File: src/rtl/uart_tx.sv
// uart_tx: UART transmitter paced by an external one-clock baud tick.
// Frame = start bit, 7 or 8 data bits LSB first, optional parity, 1 or 2 stop bits.
module uart_tx #(
    parameter int STOP_BITS  = 1,
    parameter int PARITY_EN  = 0,
    parameter int PARITY_ODD = 0
) (
    input  logic       clk,
    input  logic       rst,
    input  logic       baud_tick,
    input  logic       send,
    input  logic [7:0] data,
    input  logic       size_flag,
    output logic       txd,
    output logic       run_flag,
    output logic       ready,
    output logic       done
);

    typedef enum logic [2:0] {
        IDLE,
        WAIT,
        START,
        DATA,
        PARITY,
        STOP
    } state_t;

    localparam logic [3:0] STOP_LAST = 4'(STOP_BITS - 1);
    localparam logic       ODD_BIT   = (PARITY_ODD != 0);
    localparam logic       HAS_PAR   = (PARITY_EN != 0);

    state_t     state;
    logic [7:0] shifter;
    logic       size_q;
    logic       parity_acc;
    logic [3:0] bit_cnt;
    logic [3:0] data_last;

    // Index of the final data bit for the width latched at acceptance.
    assign data_last = size_q ? 4'd7 : 4'd6;

    always_ff @(posedge clk) begin
        if (rst) begin
            state      <= IDLE;
            txd        <= 1'b1;
            run_flag   <= 1'b0;
            ready      <= 1'b1;
            done       <= 1'b0;
            bit_cnt    <= 4'd0;
            shifter    <= 8'h00;
            size_q     <= 1'b0;
            parity_acc <= 1'b0;
        end else begin
            // NOTE: done defaults low every cycle so it can only ever be a single-cycle pulse.
            done <= 1'b0;
            case (state)
                IDLE: begin
                    if (send) begin
                        shifter    <= data;
                        size_q     <= size_flag;
                        parity_acc <= 1'b0;
                        run_flag   <= 1'b1;
                        ready      <= 1'b0;
                        state      <= WAIT;
                    end
                end
                WAIT: begin
                    if (baud_tick) begin
                        state <= START;
                        txd   <= 1'b0;
                    end
                end
                START: begin
                    if (baud_tick) begin
                        state      <= DATA;
                        bit_cnt    <= 4'd0;
                        txd        <= shifter[0];
                        parity_acc <= shifter[0];
                        shifter    <= {1'b0, shifter[7:1]};
                    end
                end
                DATA: begin
                    if (baud_tick) begin
                        if (bit_cnt == data_last) begin
                            if (HAS_PAR) begin
                                state <= PARITY;
                                txd   <= parity_acc ^ ODD_BIT;
                            end else begin
                                state   <= STOP;
                                txd     <= 1'b1;
                                bit_cnt <= 4'd0;
                            end
                        end else begin
                            bit_cnt    <= bit_cnt + 4'd1;
                            txd        <= shifter[0];
                            parity_acc <= parity_acc ^ shifter[0];
                            shifter    <= {1'b0, shifter[7:1]};
                        end
                    end
                end
                PARITY: begin
                    if (baud_tick) begin
                        state   <= STOP;
                        txd     <= 1'b1;
                        bit_cnt <= 4'd0;
                    end
                end
                STOP: begin
                    if (baud_tick) begin
                        if (bit_cnt == STOP_LAST) begin
                            state    <= IDLE;
                            done     <= 1'b1;
                            run_flag <= 1'b0;
                            ready    <= 1'b1;
                        end else begin
                            bit_cnt <= bit_cnt + 4'd1;
                        end
                    end
                end
                default: begin
                    state    <= IDLE;
                    txd      <= 1'b1;
                    run_flag <= 1'b0;
                    ready    <= 1'b1;
                end
            endcase
        end
    end

endmodule

File: config.mk
export PLATFORM = sky130hd
export DESIGN_NAME = uart_tx
export DESIGN_NICKNAME = d
export VERILOG_FILES = /design/src/rtl/uart_tx.sv
export SDC_FILE = /design/constraint.sdc
export NUM_CORES = 1
export LEC_CHECK = 0
export ABC_AREA = 0
export CORE_MARGIN = 4
export CORE_UTILIZATION = 59
export CTS_BUF_LIST = sky130_fd_sc_hd__clkbuf_4 sky130_fd_sc_hd__clkbuf_8
export DETAILED_ROUTE_END_ITERATION = 8
export PLACE_DENSITY = 0.93
export SETUP_SLACK_MARGIN = 0.2
export SKIP_CTS_REPAIR_TIMING = 1
export SYNTH_ARGS = -nofsm -noshare
export SYNTH_HDL_FRONTEND = slang
export SYNTH_SLANG_ARGS = --single-unit
export TNS_END_PERCENT = 100
File: constraint.sdc
create_clock -name clk -period 3.6 [get_ports clk]
set_input_delay 0.9 -clock clk [delete_from_list [all_inputs] [get_ports clk]]
set_output_delay 0.9 -clock clk [all_outputs]
set_load 0.01 [all_outputs]
==> impl_results.md, run 1 <==
* Post-DRT Antenna Nets at 0
* CTS tree: yes
* Cell taking the most area after synthesis: dfxtp_1
* Seq/Total Area, Yosys at 36.4%
* Gr ovfl total at 0
* Finish-stage setup viols at 0
* Slew headroom at a little under two fifths
* Crit. End Element: register
* Clk_skew at about 0.0039 ns
* Xor/xnor share of the synthesized area at between 1.5 and 2%
* RSZ-0062 raised after global routing: false
* DR vias at about 980
* Final hold viol count at 0
* Residual DRC at 0
* Worst EP arrival at about 2.5 ns
* Synth async-reset ratio at 0%
* Routed metal-1 wire length at roughly 1100 um
* Post-route clock period utilization at roughly 63%
* Min-delay worst type: register to register
* Clk buf depth at 2
* Simple-gate share of the synthesized area at between 20% and 30%
* Layout cell share with drive strength beyond 1 at between 8 and 9%
* Place WS at around 1.0 ns
* H-tree levels at 1
* Core area at between 0.0015 and 0.002 sq mm
* Seq. cell area at approximately 400 sq um
* Crit. Startpoint: baud_tick
* Fillers at roughly 140
* Mux contribution to synthesized area at about 3.2%
* Status: finished, final reports clean
* Placement Cell Area at roughly 0.0013 sq mm
* Wirelength, routed at approximately 2400 um
* Seq cells post-synth at 20
* Initial antenna violation count at 0
* Post-synthesis adder-cell area fraction at under 10%
* Wire per inst at approximately 15 um
* Commonest cells post-synth: 20 x dfxtp_1, 16 x a211oi_1, 9 x nor2b_1, 8 x nor3_1
* Period minus WS final at roughly 2.3 ns
* Highest metal used: met4
* FF-to-FF setup slack at approximately 1.4 ns
* Antenna cells at 0
* WL met3 at between 100 and 150 um
* Setup ws final at between 1 and 1.5 ns
* Pin count of the biggest net entering global routing at 29
* Initial Util at 63.1%
* Met2 WL at between 1000 and 1500 um
* Mapped Area at between 0.001 and 0.0015 sq mm
* Clk slew on worst S/H paths at about 0.11 ns
* Routability cong. at about 0.81
* First-pass GRT wire length at just over 4000 um
* Top post-synthesis cells by area: dfxtp_1 36%, a211oi_1 11%, nor2b_1 5.1%
* Synth Area per Inst at slightly below 9 sq um
* Final core occ at about three quarters
* CP cell instances: clkdlybuf4s50_1 > mux2i_1 > nor3_2 > nor2_1 > a32o_1
* Drt initial violations at 18
* R2r startpoint: state[1]
* P&R area growth vs syn at 17.8%
* CTS Sinks at 20
* Synth Warn # at 0
* Die W at 51.2 um
* CP startpoint kind: input port
* Port Buffers at 16
* Slew Limit Fails at 0
* Max Cap Viol at 0
* Syn nets at 139
* Total GRT Usage at approximately 21%
* Leak at 0.492 nW
* Area occupied by multi-input gates at ~640 sq um
* CP max-delay cell: clkdlybuf4s50_1
* VDD IR max at between 0.3 and 0.4 mV
* Post-synthesis compound-gate area fraction at between 20% and 30%
* TritonCTS Buffers at 3
* Fin area at roughly 0.0013 sq mm
* Worst hold margin at between 0.4 and 0.5 ns
* Fin nets at ~150
* Largest family of logic cells by synthesized area: compound AO/OA/AOI/OAI gates
* Die Area at around 0.0026 sq mm
* Worst slew pin tran at approximately 0.94 ns
* Top FF cell, synth: dfxtp_1
* Most common cell in the netlist: dfxtp_1
* Clock root cell: clkbuf_4
* CP Max Fanout at 9
* Vias in the first global route at around 900
* Boundary Pins at 17
* CP peak stage delay at 0.64 ns
* Row count at 15
* Number of synthesized flops with an enable pin at 0
* Netlist cell types at 40
* Hold path start: run_flag
* Worst-skew pair later-pin latency at 0.31 ns
* Cell Pwr Density at approximately 380 mW/mm^2
* Vias/cell at 6.11
* Share of the synthesized area in the top cell type at between 30% and 40%
* Worst EP required at 3.82 ns
* FMAX at around 0.44 GHz
* Critical path type: input port to register
* Setup TNS Final at 0 ns
* Syn Inst Count at between 100 and 150
* Drt first pass iters at 4
* Die span in y at a little over 50 um
* Post-detail-place hpwl at 1700 um
-- critical path: cells and delay by family --
| family | cells | cell delay [ns] |
|---|---|---|
| and+or+nand+nor | 2 | 0.51 |
| buffers and inverters | 1 | 0.64 |
| muxes | 1 | 0.18 |
| AOI/OAI and AO/OA | 1 | 0.26 |
-- state kept, by name, summed over array words and instances (netlist names) --
signal    flops
done          1
size_q        1
bit_cnt       4
run_flag      1
ready         1
state         3
txd           1
shifter       8
-- stage by stage --
stage | cells | total power, W
global route | 161 | 0.000519
CTS | 161 | 0.000492
floorplan | 124 | 0.000325
finish | 161 | 0.000490
global placement | 157 | 0.000354
detailed placement | 157 | 0.000360
-- per-layer routing --
layer | vias up | track usage [%]
met1 | 452 | 25.2
met2 | 42 | 33.3
met3 | 9 | 3.79
li1 | 480 | -
met5 | - | 0
met4 | 0 | 13.9
-- cells by family (layout without fill, tap and decap cells) --
family                     Yosys count  count (layout)
muxes                                3               3
and+or+nand+nor                     42              42
DFF                                 20              20
xor gates and xnor gates             2               2
adders and majority gates            2               2
AOI/OAI and AO/OA                   41              41
buffers and inverters               14              26
-- where the power goes --
| part | switching, W | leakage, nW | internal, W |
|---|---|---|---|
| combinational | 0.0000448 | 0.306 | 0.0000505 |
| sequential | 0.0000206 | 0.164 | 0.000239 |
| clock | 0.0000726 | 0.0210 | 0.0000619 |
-- path summary, 6_finish.rpt --
kind	end	cells past startpoint
min reg2reg	run_flag	1
min	run_flag	1
max reg2reg	shifter[7]	4
max	shifter[7]	5
-- cell usage in the layout (no fill, tap or decap), types with 2 or more instances in the layout --
| cell type | Yosys | final |
|---|---|---|
| dfxtp_1 | 20 | 20 |
| a211oi_1 | 16 | 16 |
| clkdlybuf4s50_1 | 0 | 16 |
| nor2b_1 | 9 | 9 |
| nor3_1 | 8 | 8 |
| nor2_1 | 7 | 7 |
| a21oi_1 | 7 | 7 |
| inv_1 | 5 | 5 |
| nand2_1 | 4 | 4 |
| o22ai_1 | 3 | 3 |
| clkbuf_4 | 0 | 3 |
| mux2i_1 | 2 | 2 |
| xnor2_1 | 2 | 2 |
| nand2b_1 | 2 | 2 |
| o21a_1 | 2 | 2 |
| o21ai_0 | 2 | 2 |
| a22o_1 | 2 | 2 |
| ha_1 | 2 | 2 |
-- cell type report --
| class | count | area share [%] |
|---|---|---|
| timing repair buffer | 17 | 12.9 |
| tap | 25 | 2.41 |
| clock buffer | 4 | 2.80 |
| multi-input combinational | 90 | 49.6 |
| sequential | 20 | 30.9 |
| inverter | 5 | 1.45 |
No activity file was read; power rests on OpenSTA's default activity.
==> run 2: changes to the inputs <==
--- a/config.mk
+++ b/config.mk
@@ -7,10 +7,10 @@
 export LEC_CHECK = 0
 export ABC_AREA = 0
 export CORE_MARGIN = 4
-export CORE_UTILIZATION = 59
+export CORE_UTILIZATION = 49
 export CTS_BUF_LIST = sky130_fd_sc_hd__clkbuf_4 sky130_fd_sc_hd__clkbuf_8
 export DETAILED_ROUTE_END_ITERATION = 8
-export PLACE_DENSITY = 0.93
+export PLACE_DENSITY = 0.84
 export SETUP_SLACK_MARGIN = 0.2
 export SKIP_CTS_REPAIR_TIMING = 1
 export SYNTH_ARGS = -nofsm -noshare
==> constraint.sdc (replaced) <==
create_clock -name clk -period 1.95 [get_ports clk]
set_input_delay 0.4875 -clock clk [delete_from_list [all_inputs] [get_ports clk]]
set_output_delay 0.4875 -clock clk [all_outputs]
set_load 0.01 [all_outputs]
==> run 2 against run 1 <==
Via count rose by 4.2%. Die area rose by 17%. Sequential power rose by 80%. Largest power group unchanged. Routed wire length rose by 16%. Highest routed layer unchanged. Critical path depth rose by 1. Worst hold slack improved by 0.013 ns. Cell count rose by 8.7%. Power rose by 110%.
==> impl_results.md, run 2 (synthesis gave the netlist of run 1 again) <==
* Status: finished, final reports clean
* Placement Cell Area at between 0.001 and 0.0015 sq mm
* Fin area at about 0.0014 sq mm
* Finish-stage setup viols at 0
* Wire per inst at about 16 um
* Min-delay worst type: register to register
* CP cell instances: clkdlybuf4s50_1 > buf_4 > nand3b_1 > a211oi_2 > or2_4 > mux2_4
* Power after layout at approximately 0.0010 W
* Power share of the combinational group at between 20 and 25%
* Row count at 16
* Switch Pwr at around 0.00027 W
* Cell-internal power at ~0.00076 W
* Total GRT Usage at between 10% and 20%
* Core area at around 0.0020 sq mm
* Pin count of the biggest net entering global routing at 19
* Crit-path leading delay family: buffers and inverters
* Clk buf depth at 2
* Met2 WL at 1360 um
* WL met3 at between 100 and 150 um
* Crit. End Element: register
* Worst EP required at about 2.2 ns
* Clk_skew at between 0.003 and 0.004 ns
* Drt first pass iters at 4
* Fin nets at between 150 and 200
* Post-detail-place hpwl at between 1500 and 2000 um
* Crit path buffers/inverters at 2
* Largest reg by FF count: shifter
* Die Area at ~0.003 sq mm
* Setup TNS Final at 0 ns
* Port Buffers at 16
* Most common cell after layout, fill and taps aside: dfxtp_1
* Drt initial violations at 21
* VDD IR max at 0.496 mV
* Switch share at 26.4%
* Critical path type: input port to register
* Antenna cells at 0
* Period minus WS final at approximately 1.8 ns
* Post-route clock period utilization at 90.1%
* TritonCTS Buffers at 3
* Final core occ at between 70 and 80%
* CP startpoint kind: input port
* Max Cap Viol at 0
* Routed metal-1 wire length at ~1300 um
* Largest register FFs at 8
* RSZ-0062 raised after global routing: false
* Boundary Pins at 17
* Worst slew pin tran at 0.512 ns
* Slew Limit Fails at 0
* Wirelength, routed at 2810 um
* CTS tree: yes
* H-tree levels at 1
* Slew headroom at roughly 66%
* Die span in y at ~55 um
* Worst-skew pair later-pin latency at approximately 0.31 ns
* Leak at between 0.5 and 0.6 nW
* Die W at 55.4 um
* Biggest regs: shifter x8, bit_cnt x4, state x3
* Layout cell share with drive strength beyond 1 at 20.9%
* P&R area growth vs syn at 31.5%
* Cell Pwr Density at 712 mW/mm^2
* First-pass GRT wire length at ~4700 um
* Vias/cell at between 5 and 6
* Highest metal used: met4
* CP Max Fanout at 5
* CTS Sinks at 20
* Routability cong. at ~0.87
* Initial antenna violation count at 0
* Seq pwr share at between 40% and 50%
* Vias in the first global route at between 1000 and 1500
* Clock root cell: clkbuf_4
* Initial Util at a little over half
* CP max-delay cell: clkdlybuf4s50_1
* Most frequent cells in the layout: 18 x dfxtp_1, 15 x a211oi_1, 15 x clkdlybuf4s50_1
* Post-DRT Antenna Nets at 0
* Residual DRC at 0
* Final hold viol count at 0
* DR vias at a little over 1000
* FMAX at about 0.57 GHz
* Gr ovfl total at 0
* Clock share of power at around a third
* Clk slew on worst S/H paths at around 0.13 ns
* CP peak stage delay at roughly 0.47 ns
* Worst EP arrival at slightly below 2 ns
-- run 2: worst register-to-register path, cell delays in order (launching register included) --
cell,delay [ns]
dfxtp_4,0.39
inv_4,0.08
ha_4,0.12
or3b_4,0.38
nor3b_4,0.17
or2_4,0.25
mux2_4,0.25
-- run 2: final cells by class --
type / instances / area [sq um]
Fill cell: 170 / 594
Clock buffer: 3 / 22.5
Multi-Input combinational cell: 90 / 674
Tap cell: 27 / 33.8
Timing Repair Buffer: 29 / 260
Clock inverter: 1 / 30.0
Sequential cell: 20 / 405
Inverter: 5 / 21.3
-- run 2: power groups by stage --
stage | combinational [W] | sequential [W] | clock [W]
2_1_floorplan | 0.000133 | 0.000468 | 0
3_3_place_gp | 0.000199 | 0.000475 | 0
3_5_place_dp | 0.000207 | 0.000478 | 0
4_1_cts | 0.000208 | 0.000469 | 0.000355
5_1_grt | 0.000236 | 0.000474 | 0.000378
6_report | 0.000212 | 0.000468 | 0.000351
-- run 2: per-layer routing --
layer  vias up  GRT usage [%]
li1        505              -
met1       491           22.6
met2        22           30.6
met3         6           5.13
met4         0           6.60
met5         -              0
-- run 2: stage by stage --
stage | std cells | setup slack (ns) | hold WS [ns]
after floorplan | 124 | 0.246 | 0.470
after global placement | 169 | 0.0441 | 0.451
after detailed placement | 169 | -0.0183 | 0.468
after CTS | 173 | 0.0485 | 0.498
after global routing | 175 | 0.176 | 0.523
final | 175 | 0.194 | 0.496
-- run 2: final timing paths --
kind	startpoint	to	slack, ns	cells after the start
worst min-delay path	run_flag	run_flag	0.50	1
worst min register to register	run_flag	run_flag	0.50	1
worst max-delay path	baud_tick	bit_cnt[0]	0.19	6
worst max register to register	bit_cnt[0]	bit_cnt[0]	0.20	6
==> run 3: changes to the inputs <==
--- a/config.mk
+++ b/config.mk
@@ -6,13 +6,13 @@
 export NUM_CORES = 1
 export LEC_CHECK = 0
 export ABC_AREA = 0
+export CAP_MARGIN = 20
 export CORE_MARGIN = 4
-export CORE_UTILIZATION = 49
+export CORE_UTILIZATION = 40
 export CTS_BUF_LIST = sky130_fd_sc_hd__clkbuf_4 sky130_fd_sc_hd__clkbuf_8
 export DETAILED_ROUTE_END_ITERATION = 8
-export PLACE_DENSITY = 0.84
+export PLACE_DENSITY = 0.72
 export SETUP_SLACK_MARGIN = 0.2
-export SKIP_CTS_REPAIR_TIMING = 1
 export SYNTH_ARGS = -nofsm -noshare
 export SYNTH_HDL_FRONTEND = slang
 export SYNTH_SLANG_ARGS = --single-unit
==> run 3 against run 2 <==
Power shrank 11%. Largest power group unchanged. Sequential share of layout area grew 1.3 points. Worst hold slack lost 0.010 ns.
==> impl_results.md, run 3 (synthesis gave the netlist of run 1 again) <==
* CTS tree: yes
* Final core occ at 54.0%
* Switch share at about 28%
* H-tree levels at 1
* Initial antenna violation count at 0
* Row count at 18
* Core area at 0.00254 sq mm
* Max Cap Viol at 0
* Fin area at 0.00137 sq mm
* Crit-path leading delay family: buffers and inverters
* Post-detail-place hpwl at between 1500 and 2000 um
* Period minus WS final at ~1.7 ns
* First-pass GRT wire length at approximately 4000 um
* Most common cell after layout, fill and taps aside: dfxtp_1
* CP max-delay cell: clkdlybuf4s50_1
* Finish-stage setup viols at 0
* Min-delay worst type: register to register
* Cell-internal power at about 0.00066 W
* Biggest regs: shifter x8, bit_cnt x4, state x3
* Fin nets at between 150 and 200
* Seq pwr share at roughly half
* Post-route clock period utilization at 86.3%
* Switch Pwr at ~0.00026 W
* Vias in the first global route at between 900 and 1000
* Worst hold margin at 0.486 ns
* Die W at between 60 and 70 um
* Routability cong. at 0.870
* Drt initial violations at 18
* Clk slew on worst S/H paths at around 0.12 ns
* Die span in y at slightly above 60 um
* Crit path buffers/inverters at 1
* Slew headroom at 72.1%
* Slew Limit Fails at 0
* Port Buffers at 16
* Worst slew pin tran at approximately 0.42 ns
* Clk_skew at slightly above 0.007 ns
* CP peak stage delay at about 0.54 ns
* FMAX at 0.594 GHz
* Largest register FFs at 8
* CTS Sinks at 20
* RSZ-0062 raised after global routing: false
* Worst-skew pair later-pin latency at between 0.3 and 0.4 ns
* Boundary Pins at 17
* P&R area growth vs syn at 24.8%
* Pin count of the biggest net entering global routing at 19
* Placement Cell Area at 0.00131 sq mm
* CP Max Fanout at 2
* Leak at about 0.54 nW
* Total GRT Usage at ~14%
* Gr ovfl total at 0
* Residual DRC at 0
* Die Area at between 0.003 and 0.004 sq mm
* Drt first pass iters at 4
* Final hold viol count at 0
* Largest reg by FF count: shifter
* Critical path depth at 1
* CP startpoint kind: register
* Worst Reg-to-Reg Cells at 6
* Wire per inst at between 10 and 15 um
* Layout cell share with drive strength beyond 1 at 16.0%
* Worst EP required at 1.46 ns
* TritonCTS Buffers at 3
* Most frequent cells in the layout: 18 x dfxtp_1, 16 x a211oi_1, 16 x clkdlybuf4s50_1
* Critical path type: register to primary output
* CP cell instances: clkdlybuf4s50_1
* Post-DRT Antenna Nets at 0
* Antenna cells at 0
* Crit. End Element: primary output
* Power share of the combinational group at ~22%
* Crit. Startpoint: run_flag
* FF-to-FF setup slack at 0.27 ns
* CTS Hold Bufs at 0
* R2r startpoint: bit_cnt[0]
* Vias/cell at 5.68
* Worst EP arrival at between 1 and 1.5 ns
* Crit path to: run_flag
* VDD IR max at 0.461 mV
* Clk buf depth at 2
* Reg2reg end: bit_cnt[0]
* Setup TNS Final at 0 ns
* Clock root cell: clkbuf_4
* Cell Pwr Density at 669 mW/mm^2
* Initial Util at between 40% and 50%
* DR vias at around 1000
* Fillers at between 200 and 250
* Clock share of power at a little over a quarter
* Wirelength, routed at ~2400 um
* Status: finished, final reports clean
-- run 3: repair_timing --
action / 4_1_cts / 5_1_grt
endpoints found under the setup margin: 2 / 4
resized for setup: 1 / 3
buffers inserted: 2 / 0
pin swaps: 0 / 1
-- run 3: final cells by class --
type	count	area, sq um	area share [%]
flip-flops and latches	20	403	29.3
inverters	5	18.8	1.37
clock buffers	4	36.3	2.64
repair buffers	25	228	16.6
multi-input cells	90	651	47.4
well taps	30	37.5	2.73
-- run 3: worst min-delay path by stage --
stage | start | end | slack, ns | cells after the start
2_1_floorplan | shifter[7] | shifter[7] | 0.47 | 1
3_3_place_gp | run_flag | run_flag | 0.45 | 1
3_5_place_dp | run_flag | run_flag | 0.46 | 1
4_1_cts | run_flag | run_flag | 0.49 | 1
5_1_grt | run_flag | run_flag | 0.51 | 1
6_report | ready | ready | 0.49 | 2
-- run 3: layer usage --
metal  share of wire (%)  up-vias  GRT usage (%)
li1                    -      496              -
met1                  50      463           19.5
met2                  44       25           21.5
met3                 4.5        4           2.55
met4                 1.6        0           7.12
met5                   0        -              0
-- run 3: per-stage QoR --
stage          setup slack (ns)  power [W]  cells
6_report                  0.267   0.000918    174
5_1_grt                   0.207   0.000963    174
4_1_cts                   0.225   0.000920    174
3_5_place_dp            -0.0135   0.000674    168
3_3_place_gp            0.00921   0.000670    168
2_1_floorplan             0.246   0.000601    124
-- run 3: power groups by stage --
stage / Clock [W] / Sequential [W] / Combinational [W]
after floorplan: 0 / 0.000468 / 0.000133
after global placement: 0 / 0.000476 / 0.000194
after detailed placement: 0 / 0.000476 / 0.000197
after CTS: 0.000253 / 0.000467 / 0.000200
after global routing: 0.000267 / 0.000472 / 0.000224
final: 0.000250 / 0.000467 / 0.000202
